$ cat config.mk
export PLATFORM = sky130hd
export DESIGN_NAME = fetch_stage
export DESIGN_NICKNAME = d
export VERILOG_FILES = /design/src/rtl/tartaruga_pkg.sv /design/src/rtl/fetch_fifo.sv /design/src/rtl/fetch_stage.sv
export SDC_FILE = /design/constraint.sdc
export NUM_CORES = 1
export LEC_CHECK = 0
export ABC_AREA = 1
export CORE_UTILIZATION = 30
export DETAILED_ROUTE_END_ITERATION = 8
export SLEW_MARGIN = 10
export SYNTH_ARGS = -nofsm -noshare
export SYNTH_HDL_FRONTEND = slang
export SYNTH_SLANG_ARGS = --single-unit
$ cat constraint.sdc
create_clock -name clk_i -period 7.38 [get_ports clk_i]
set_input_delay 1.107 -clock clk_i [delete_from_list [all_inputs] [get_ports clk_i]]
set_output_delay 1.107 -clock clk_i [all_outputs]
set_load 0.05 [all_outputs]
$ cat src/rtl/tartaruga_pkg.sv
// Shared types and constants for the tartaruga core front end.
package tartaruga_pkg;

  typedef logic [31:0] bus32_t;

  typedef struct packed {
    bus32_t pc;
    bus32_t instr;
  } instr_data_t;

  localparam int     FETCH_DEPTH = 2;
  localparam bus32_t PC_STEP     = 32'd4;

endpackage

$ cat src/rtl/fetch_fifo.sv
// Small synchronous FIFO of instr_data_t with flush; used both for fetched
// words and for the PC tags of requests still waiting on memory.
module fetch_fifo
  import tartaruga_pkg::*;
#(
  parameter int DEPTH = FETCH_DEPTH,
  parameter int CW    = $clog2(DEPTH) + 1
) (
  input  logic          clk_i,
  input  logic          rstn_i,
  input  logic          push_i,
  input  instr_data_t   push_data_i,
  input  logic          pop_i,
  input  logic          flush_i,
  output instr_data_t   head_o,
  output logic [CW-1:0] count_o
);

  localparam int AW = $clog2(DEPTH);

  instr_data_t   r_mem [DEPTH];
  logic [AW-1:0] r_rdPtr;
  logic [AW-1:0] r_wrPtr;
  logic [CW-1:0] r_count;

  // A full FIFO may push and pop together: the slot being read is the one
  // overwritten, and the head is consumed in the same cycle.
  always_ff @(posedge clk_i) begin
    if (!rstn_i) begin
      r_rdPtr <= '0;
      r_wrPtr <= '0;
      r_count <= '0;
    end else if (flush_i) begin
      r_rdPtr <= '0;
      r_wrPtr <= '0;
      r_count <= '0;
    end else begin
      if (push_i) begin
        r_mem[r_wrPtr] <= push_data_i;
        r_wrPtr        <= r_wrPtr + 1'b1;
      end
      if (pop_i) begin
        r_rdPtr <= r_rdPtr + 1'b1;
      end
      case ({push_i, pop_i})
        2'b10:   r_count <= r_count + 1'b1;
        2'b01:   r_count <= r_count - 1'b1;
        default: r_count <= r_count;
      endcase
    end
  end

  assign head_o  = (r_count != '0) ? r_mem[r_rdPtr] : '0;
  assign count_o = r_count;

endmodule

$ cat src/rtl/fetch_stage.sv
// Instruction fetch stage: PC, in-order imem requests, 2-entry output FIFO.
// Optional misaligned-redirect fault: define TARTARUGA_FETCH_MISALIGN_EN.
module fetch_stage
  import tartaruga_pkg::*;
#(
  parameter bus32_t RESET_PC = 32'h0000_0000,
  parameter int     DEPTH    = FETCH_DEPTH
) (
  input  logic        clk_i,
  input  logic        rstn_i,
  input  logic        redirect_valid_i,
  input  bus32_t      redirect_pc_i,
  output logic        imem_req_valid_o,
  input  logic        imem_req_ready_i,
  output bus32_t      imem_req_addr_o,
  input  logic        imem_rsp_valid_i,
  input  bus32_t      imem_rsp_data_i,
  output instr_data_t instr_o,
  output logic        instr_valid_o,
  input  logic        instr_ready_i,
  output logic        fetch_misaligned_o
);

  localparam int CW = $clog2(DEPTH) + 1;
  // Headroom for stale requests piling up across back-to-back redirects.
  localparam int OW = $clog2(DEPTH) + 4;

  bus32_t        r_pc;
  logic [OW-1:0] r_outstanding;
  logic [OW-1:0] r_discard;

  logic          w_fault;
  bus32_t        w_redirPc;
  logic [CW-1:0] w_count;
  logic [CW-1:0] w_tagCount;
  logic          w_pop;
  logic          w_credit;
  logic          w_reqFire;
  logic          w_rspKeep;
  instr_data_t   w_tagIn;
  instr_data_t   w_tagHead;
  instr_data_t   w_pushData;

`ifdef TARTARUGA_FETCH_MISALIGN_EN
  logic r_fault;

  always_ff @(posedge clk_i) begin
    if (!rstn_i) begin
      r_fault <= 1'b0;
    end else if (redirect_valid_i) begin
      r_fault <= |redirect_pc_i[1:0];
    end
  end

  assign w_fault   = r_fault;
  assign w_redirPc = redirect_pc_i;
`else
  assign w_fault   = 1'b0;
  assign w_redirPc = redirect_pc_i & ~32'd3;
`endif

  assign instr_valid_o      = (w_count != '0);
  assign w_pop              = instr_valid_o && instr_ready_i && !redirect_valid_i;
  assign fetch_misaligned_o = w_fault;

  // Tag count equals outstanding minus discard; a pop this cycle frees a
  // slot, which is what lets L=1 stream one word per cycle.
  assign w_credit = ((CW+1)'(w_tagCount) + (CW+1)'(w_count) - (CW+1)'(w_pop))
                    < (CW+1)'(DEPTH);

  assign imem_req_valid_o = rstn_i && w_credit && !redirect_valid_i && !w_fault;
  assign imem_req_addr_o  = {r_pc[31:2], 2'b00};
  assign w_reqFire        = imem_req_valid_o && imem_req_ready_i;
  assign w_rspKeep        = imem_rsp_valid_i && (r_discard == '0) && !redirect_valid_i;

  assign w_tagIn = '{pc: r_pc, instr: '0};

  always_comb begin
    w_pushData       = w_tagHead;
    w_pushData.instr = imem_rsp_data_i;
  end

  always_ff @(posedge clk_i) begin
    if (!rstn_i) begin
      r_pc          <= RESET_PC;
      r_outstanding <= '0;
      r_discard     <= '0;
    end else begin
      if (redirect_valid_i) begin
        r_pc <= w_redirPc;
      end else if (w_reqFire) begin
        r_pc <= r_pc + PC_STEP;
      end
      r_outstanding <= r_outstanding + OW'(w_reqFire) - OW'(imem_rsp_valid_i);
      if (redirect_valid_i) begin
        r_discard <= r_outstanding - OW'(imem_rsp_valid_i);
      end else if (imem_rsp_valid_i && (r_discard != '0)) begin
        r_discard <= r_discard - 1'b1;
      end
    end
  end

  fetch_fifo #(.DEPTH(DEPTH), .CW(CW)) u_tagFifo (
    .clk_i       (clk_i),
    .rstn_i      (rstn_i),
    .push_i      (w_reqFire),
    .push_data_i (w_tagIn),
    .pop_i       (w_rspKeep),
    .flush_i     (redirect_valid_i),
    .head_o      (w_tagHead),
    .count_o     (w_tagCount)
  );

  fetch_fifo #(.DEPTH(DEPTH), .CW(CW)) u_dataFifo (
    .clk_i       (clk_i),
    .rstn_i      (rstn_i),
    .push_i      (w_rspKeep),
    .push_data_i (w_pushData),
    .pop_i       (w_pop),
    .flush_i     (redirect_valid_i),
    .head_o      (instr_o),
    .count_o     (w_count)
  );

endmodule

==> results of run 1 <==
[synthesized netlist by cell type, drive strengths merged]
library cell / count / area share, %
xor2: 6 / 0.51
dfxtp: 50 / 9.7
or2: 2 / 0.12
inv: 87 / 3.3
o21bai: 3 / 0.22
nor3: 3 / 0.15
o211ai: 1 / 0.073
a31oi: 4 / 0.24
clkinv: 1 / 0.085
o21ai: 29 / 1.4
ha: 15 / 1.8
conb: 1 / 0.037
xnor2: 4 / 0.34
nor2: 65 / 2.8
a21oi: 133 / 6.5
fa: 2 / 0.39
nand3: 55 / 2.8
edfxtp: 184 / 54
nand2: 346 / 13
a22oi: 1 / 0.073
buf: 13 / 0.99
nand3b: 1 / 0.073
and2: 1 / 0.061
o31ai: 2 / 0.15
nand4: 2 / 0.12
clkbuf: 34 / 1.2
[power groups by stage]
stage	clock (W)	combinational, W	sequential (W)
after floorplan	0	0.000212	0.00157
final	0.00144	0.000371	0.00151
after CTS	0.00147	0.000375	0.00151
after global routing	0.00152	0.000411	0.00152
after detailed placement	0	0.000371	0.00154
after global placement	0	0.000365	0.00154
[path summary, 6_finish.rpt]
| path | from | endpoint | slack (ns) |
|---|---|---|---|
| worst max-delay path | redirect_valid_i | imem_req_valid_o | 2.05 |
| worst min-delay path | u_dataFifo.r_rdPtr | register | 0.47 |
| worst min register to register | u_dataFifo.r_rdPtr | register | 0.47 |
| worst max register to register | u_dataFifo.count_o[0] | r_outstanding[4] | 2.69 |
[per-stage QoR]
step	utilization (%)	hold WS [ns]	setup WS, ns	instance area, um^2
floorplan	-	0.4475	1.177	10280
global placement	36.65	0.4551	2.023	12320
detailed placement	36.65	0.4620	1.972	12320
CTS	39.55	0.4725	2.032	13300
global route	39.55	0.4952	1.850	13300
finish	39.55	0.4708	2.046	13300
[cells by family (layout without fill, tap and decap cells)]
logic type | Yosys count | after routing | share of synthesized area [%]
other | 1 | 5 | 0.03652
XOR/XNOR | 10 | 10 | 0.8530
adder cells (fa/ha/maj) | 17 | 17 | 2.218
AND/OR/NAND/NOR | 475 | 475 | 19.11
AO/OA/AOI/OAI | 173 | 173 | 8.652
flip-flops | 234 | 234 | 63.56
buffers and inverters | 135 | 305 | 5.569
[state kept, by name (all words and copies together) (netlist names), named ones only]
signal / cells
u_dataFifo.r_mem: 124
u_tagFifo.r_mem: 60
r_pc: 30
r_discard: 5
r_outstanding: 5
u_dataFifo.count_o: 2
u_tagFifo.count_o: 2
u_dataFifo.r_rdPtr: 1
u_dataFifo.r_wrPtr: 1
u_tagFifo.r_rdPtr: 1
u_tagFifo.r_wrPtr: 1
[worst reg2reg max path, cell delays in order, from the launching register on]
cell and delay [ns]:
sky130_fd_sc_hd__dfxtp_1 0.35, sky130_fd_sc_hd__nor2_4 0.08, sky130_fd_sc_hd__buf_4 0.58, sky130_fd_sc_hd__inv_1 0.13, sky130_fd_sc_hd__nand2_1 0.16, sky130_fd_sc_hd__nor2_1 0.09, sky130_fd_sc_hd__ha_1 0.28, sky130_fd_sc_hd__or2_2 0.30
sky130_fd_sc_hd__fa_1 0.48, sky130_fd_sc_hd__inv_1 0.06, sky130_fd_sc_hd__nor2_4 0.13, sky130_fd_sc_hd__nand3_4 0.36, sky130_fd_sc_hd__ha_1 0.45, sky130_fd_sc_hd__inv_1 0.05, sky130_fd_sc_hd__ha_1 0.15, sky130_fd_sc_hd__inv_1 0.05
sky130_fd_sc_hd__fa_1 0.39, sky130_fd_sc_hd__o31ai_1 0.27, sky130_fd_sc_hd__o21ai_0 0.11, sky130_fd_sc_hd__a21oi_1 0.15
[cell usage in the layout (no fill, tap or decap), drive strengths merged]
cell           synthesis  layout
nor3                   3       3
bufinv                 0       7
a21oi                133     133
fa                     2       2
clkbuf                34      31
or2                    2       2
conb                   1       5
a22oi                  1       1
o31ai                  2       2
nand4                  2       2
ha                    15      15
o21bai                 3       3
inv                   87      89
dfxtp                 50      50
clkdlybuf4s50          0     161
and2                   1       1
o21ai                 29      29
nand3                 55      55
o211ai                 1       1
nor2                  65      65
buf                   13       8
xnor2                  4       4
a31oi                  4       4
nand2                346     346
edfxtp               184     184
xor2                   6       6
clkinv                 1       9
nand3b                 1       1
[layer usage]
metal | vias to the layer above | track usage, %
li1 | 3799 | -
met1 | 3484 | 19.57
met2 | 239 | 22.16
met3 | 43 | 2.589
met4 | 0 | 3.752
met5 | - | 0
[final cells by class]
class	instances	area share (%)
flip-flops and latches	234	49.10
multi-input cells	680	24.20
repair buffers	169	12.57
clock buffers	31	5.185
well taps	448	4.216
inverters	88	2.579
clock inverters	17	2.155
==> summary.md, run 1 <==
| Metric | Value |
|---|---|
| Width of the die | 187 um |
| ANT nets after route | 0 |
| CP Max Fanout | 33 |
| Area grow syn2layout | 29.49% |
| Cts bufs inserted | 26 |
| GR Util All Layers | 13.98% |
| Number of vias per cell after detailed routing | 4.538 |
| Type of origin of the critical path | input port |
| Number of non-filler instances in the completed layout | 1667 |
| Cell type of the slowest stage on the worst timing path | sky130_fd_sc_hd__clkdlybuf4s50_1 |
| First-pass GRT wire length | 38900 um |
| Detailed-routed wire length on met2 | 11170 um |
| Share of cells above drive strength 1 | 6.235% |
| Share of the clock period used by the worst path | 72.28% |
| Clock Skews | 0.03992 ns |
| Sum Neg Setup Slack | 0 ns |
| Cell type group with the largest total delay on the critical path | buffers and inverters |
| Max-capacitance violation count | 0 |
| Later-pin clock latency in the skew report | 0.55 ns |
| Row count | 67 |
| Inst Count DP | 1619 |
| Switching fraction of total power | 24.18% |
| Total area of sequential cells | 0.006528 mm^2 |
| Residual DRC count | 0 |
| Critical Path Max Stage Delay | 0.79 ns |
| HP Class | register to register |
| Setup repair after global routing missed its margin | no |
| Reg clk slew, reported paths | 0.05 ns |
| Sequential share of the synthesized area | 63.56% |
| Maximum level of the CTS H-tree | 1 |
| Net count, final | 1286 |
| Fillers | 3243 |
| Final setup fails | 0 |
| Global placer's final weighted congestion | 0.8628 |
| Post-layout min period | 5.334 ns |
| Maximum number of pins on one net before global-route repair | 64 |
| Pwr Density | 250.0 mW/mm^2 |
| Number of global-route vias before repair | 7091 |
| Crit end category | output pin |
| Boundary Pins | 169 |
| Final HPWL from detailed placement | 15730 um |
| Critical path start-end classification | input port to output pin |
| IO Port Bufs | 161 |
| Synthesized area per cell | 9.825 um^2 |
| CTS tree | yes |
| Clock sink count | 234 |
| Wirelength, routed | 24730 um |
| Setup repair bufs after CTS | 0 |
| Leakage component of the power | 4.875 nW |
| Outcome | finished, final reports clean |
| Path depth of the worst reg2reg path | 19 |
| Fmax | 0.1875 GHz |
| Count of cells resized by post-cts repair | 0 |
| Highest signal layer in the routed design | met4 |
| Combinational power share | 11.2% |
| Register bit count reported by yosys | 234 |
| Placeable core area | 0.03362 mm^2 |
| WP data required | 6.27 ns |
| Flop pwr share | 45.5% |
| Worst IR drop on VDD | 0.0001381 V |
| Synthesized instance count | 1045 |
| Number of buffers inserted for hold repair after clock tree synthesis | 0 |
| Synth Cell Area | 0.01027 mm^2 |
| Initial Utilization | 30.54% |
| Final max-slew violation count | 0 |
| Number of distinct library cells after synthesis | 35 |
| Area used by multi-input combinational logic | 0.003217 mm^2 |
| Endpoint arrival time on the critical path | 4.23 ns |
| Final global-route overflow total | 0 |
| DR pass1 iterations | 5 |
| Total Die Area | 0.03497 mm^2 |
| Final total power | 0.003324 W |
| Die H | 187 um |
| Worst slew slack as a fraction of its limit | 37.77% |
| Slew at the pin closest to its max-slew limit | 0.9324 ns |
| Wire length per cell after detailed routing | 14.84 um |
| Cell Int Power | 0.002520 W |
| Ordered list of cells on the worst path | clkdlybuf4s50_1 > buf_4 > nor2_1 > ha_1 > or2_2 > fa_1 > inv_1 > nor2_4 > nand2_1 > inv_1 > clkdlybuf4s50_1 |
| Switching power | 0.0008039 W |
| Portion of total power attributed to the clock network | 43.3% |
| Post-Route M1 WL | 11520 um |
| Count of final hold-check violations | 0 |
| Total stage count of the critical path | 11 |
| Synthesis Warnings | 0 |
| Via count | 7565 |
| Number of buffer and inverter instances along the worst setup path | 5 |
| Library cell used as clock root buffer | sky130_fd_sc_hd__clkbuf_16 |
| Buffers from clock root to sink, at most | 3 |
| 1st-iter DRT viols | 379 |
| Antenna violations before repair | 0 |
| Hold Path Cell Cnt | 2 |
| Wire length on met3 | 1456 um |
| Diode insertion count for antenna repair | 0 |
Power figures use the tool's default switching activity.
==> run 2: changes to the inputs <==
==> constraint.sdc (replaced) <==
create_clock -name clk_i -period 4.55 [get_ports clk_i]
set_input_delay 0.6825 -clock clk_i [delete_from_list [all_inputs] [get_ports clk_i]]
set_output_delay 0.6825 -clock clk_i [all_outputs]
set_load 0.05 [all_outputs]
==> summary.md, run 2 (synthesized netlist as in run 1, its figures left out) <==
| Metric | Value |
|---|---|
| Diode insertion count for antenna repair | 0 (unchanged) |
| CTS tree | yes (unchanged) |
| Sum Neg Setup Slack | 0 ns (unchanged) |
| Count of cells resized by post-cts repair | 0 (unchanged) |
| GR Util All Layers | 14.07% (was 13.98%) |
| Post-layout min period | 3.759 ns |
| Cell type of the slowest stage on the worst timing path | sky130_fd_sc_hd__clkdlybuf4s50_1 (unchanged) |
| Fraction of the core area covered by cells at the end of the flow | 39.57% (was 39.55%) |
| Maximum level of the CTS H-tree | 1 (unchanged) |
| Boundary Pins | 169 (unchanged) |
| Final global-route overflow total | 0 (unchanged) |
| Die H | 187 um (unchanged) |
| Leakage component of the power | 4.899 nW (was 4.875 nW) |
| Area grow syn2layout | 29.55% (was 29.49%) |
| DR pass1 iterations | 5 (unchanged) |
| Worst slack at placement | 0.2282 ns (was 1.972 ns) |
| WP data required | 5.01 ns (was 6.27 ns) |
| Ordered list of cells on the worst path | clkdlybuf4s50_1 > nor2_1 > ha_1 > or2_2 > fa_1 > inv_1 > nor2_4 > nand3_4 > ha_1 > inv_1 > ha_1 > inv_1 > fa_1 > o31ai_1 > o21ai_0 > a21oi_1 (was clkdlybuf4s50_1 > buf_4 > nor2_1 > ha_1 > or2_2 > fa_1 > inv_1 > nor2_4 > nand2_1 > inv_1 > clkdlybuf4s50_1) |
| Outcome | finished, final reports clean (unchanged) |
| Clock Skews | 0.009986 ns (was 0.03992 ns) |
| Wire length per cell after detailed routing | 14.72 um (was 14.84 um) |
| Hold Path Cell Cnt | 2 (unchanged) |
| Wirelength, routed | 24680 um (was 24730 um) |
| First-pass GRT wire length | 39320 um (was 38900 um) |
| Buffers from clock root to sink, at most | 3 (unchanged) |
| Number of global-route vias before repair | 7205 (was 7091) |
| Share of the clock period used by the worst path | 82.61% |
| Width of the die | 187 um (unchanged) |
| Worst slew slack as a fraction of its limit | 36.81% (was 37.77%) |
| Crit end category | register (was output pin) |
| IO Port Bufs | 161 (unchanged) |
| Row count | 67 (unchanged) |
| Net count, final | 1295 (was 1286) |
| Final max-slew violation count | 0 (unchanged) |
| Path depth of the worst reg2reg path | 18 (was 19) |
| ANT nets after route | 0 (unchanged) |
| HP Class | register to register (unchanged) |
| Clock sink count | 234 (unchanged) |
| Register ranked first by flip-flop count | u_dataFifo.r_mem (unchanged) |
| Setup repair bufs after CTS | 0 (unchanged) |
| Setup repair after global routing missed its margin | no (unchanged) |
| Final setup fails | 0 (unchanged) |
| Critical Path Max Stage Delay | 0.54 ns (was 0.79 ns) |
| Library cell used as clock root buffer | sky130_fd_sc_hd__clkbuf_16 (unchanged) |
| Share of cells above drive strength 1 | 7.242% (was 6.235%) |
| Regs by FF count | u_dataFifo.r_mem (124), u_tagFifo.r_mem (60), r_pc (30) (unchanged) |
| Critical path start-end classification | input port to register (was input port to output pin) |
| Initial Utilization | 30.54% (unchanged) |
| Global placer's final weighted congestion | 0.8230 (was 0.8628) |
| Later-pin clock latency in the skew report | 0.53 ns (was 0.55 ns) |
| Type of origin of the critical path | input port (unchanged) |
| Reg clk slew, reported paths | 0.06 ns (was 0.05 ns) |
| Fmax | 0.2661 GHz |
| Endpoint arrival time on the critical path | 4.22 ns (was 4.23 ns) |
| 1st-iter DRT viols | 421 (was 379) |
| Worst Setup Slack, final | 0.7913 ns (was 2.046 ns) |
| Maximum number of pins on one net before global-route repair | 63 (was 64) |
| Placeable core area | 0.03362 mm^2 (unchanged) |
| Pwr Density | 395.4 mW/mm^2 (was 250.0 mW/mm^2) |
| Residual DRC count | 0 (unchanged) |
| Leading cell types in the layout, fill and taps excluded | sky130_fd_sc_hd__nand2_1, sky130_fd_sc_hd__edfxtp_1, sky130_fd_sc_hd__clkdlybuf4s50_1 (unchanged) |
| Max-capacitance violation count | 0 (unchanged) |
| Antenna violations before repair | 0 (unchanged) |
| Count of final hold-check violations | 0 (unchanged) |
| Number of buffers inserted for hold repair after clock tree synthesis | 0 (unchanged) |
| Via count | 7501 (was 7565) |
| Number of vias per cell after detailed routing | 4.473 (was 4.538) |
| Total Die Area | 0.03497 mm^2 (unchanged) |
| CP Max Fanout | 5 (was 33) |
| Slew at the pin closest to its max-slew limit | 0.9468 ns (was 0.9324 ns) |
| Final HPWL from detailed placement | 16290 um (was 15730 um) |
| Worst IR drop on VDD | 0.0002780 V (was 0.0001381 V) |
| Max FFs per register | 124 (unchanged) |
| Most common library cell in the layout ignoring fill and taps | sky130_fd_sc_hd__nand2_1 (unchanged) |
| Cts bufs inserted | 28 (was 26) |
## run 2: metrics by stage
stage                     hold WS (ns)  instances  cell area [um^2]  power [W]
after floorplan                 0.4475       1049             10280   0.002885
after global placement          0.4584       1626             12370   0.003093
after detailed placement        0.4690       1626             12370   0.003110
after CTS                       0.4800       1677             13300   0.005326
after global routing            0.5098       1677             13300   0.005473
final                           0.4794       1677             13300   0.005260
## run 2: per-layer routing
layer / GRT usage (%) / vias up / wire length (um) / share of wire (%)
met5: 0 / - / 0 / 0
met4: 3.941 / 0 / 493 / 2.0
met3: 2.645 / 35 / 1369 / 5.5
met2: 22.30 / 213 / 11110 / 45
met1: 19.61 / 3437 / 11710 / 47
li1: - / 3816 / - / -
## run 2: path summary, 6_finish.rpt
check	slack (ns)	start	to
hold reg to reg	0.48	u_dataFifo.r_rdPtr	register
setup / recovery	0.79	redirect_valid_i	r_outstanding[4]
setup reg to reg	0.92	u_dataFifo.count_o[0]	r_outstanding[4]
hold / removal	0.48	u_dataFifo.r_rdPtr	register
## run 2: area by class of cell
class / instances / area, um^2
Inverter: 88 / 342.8
Clock inverter: 17 / 165.2
Sequential cell: 234 / 6528
Multi-Input combinational cell: 680 / 3207
Timing Repair Buffer: 176 / 1734
Fill cell: 3276 / 20310
Tap cell: 448 / 560.5
Clock buffer: 34 / 764.5
## run 2: where the power goes
group / internal (W) / leakage (nW) / switching (W)
combinational: 0.000222 / 2.31 / 0.000383
sequential: 0.00239 / 2.13 / 0.0000710
clock: 0.00136 / 0.459 / 0.000839
total: 0.00397 / 4.90 / 0.00129
## run 2: critical path: cells and delay by family
kind                     cells  cell delay [ns]
adder cells (fa/ha/maj)      5             1.58
AO/OA/AOI/OAI                3             0.51
buffers and inverters        4             0.73
AND/OR/NAND/NOR              4             0.72
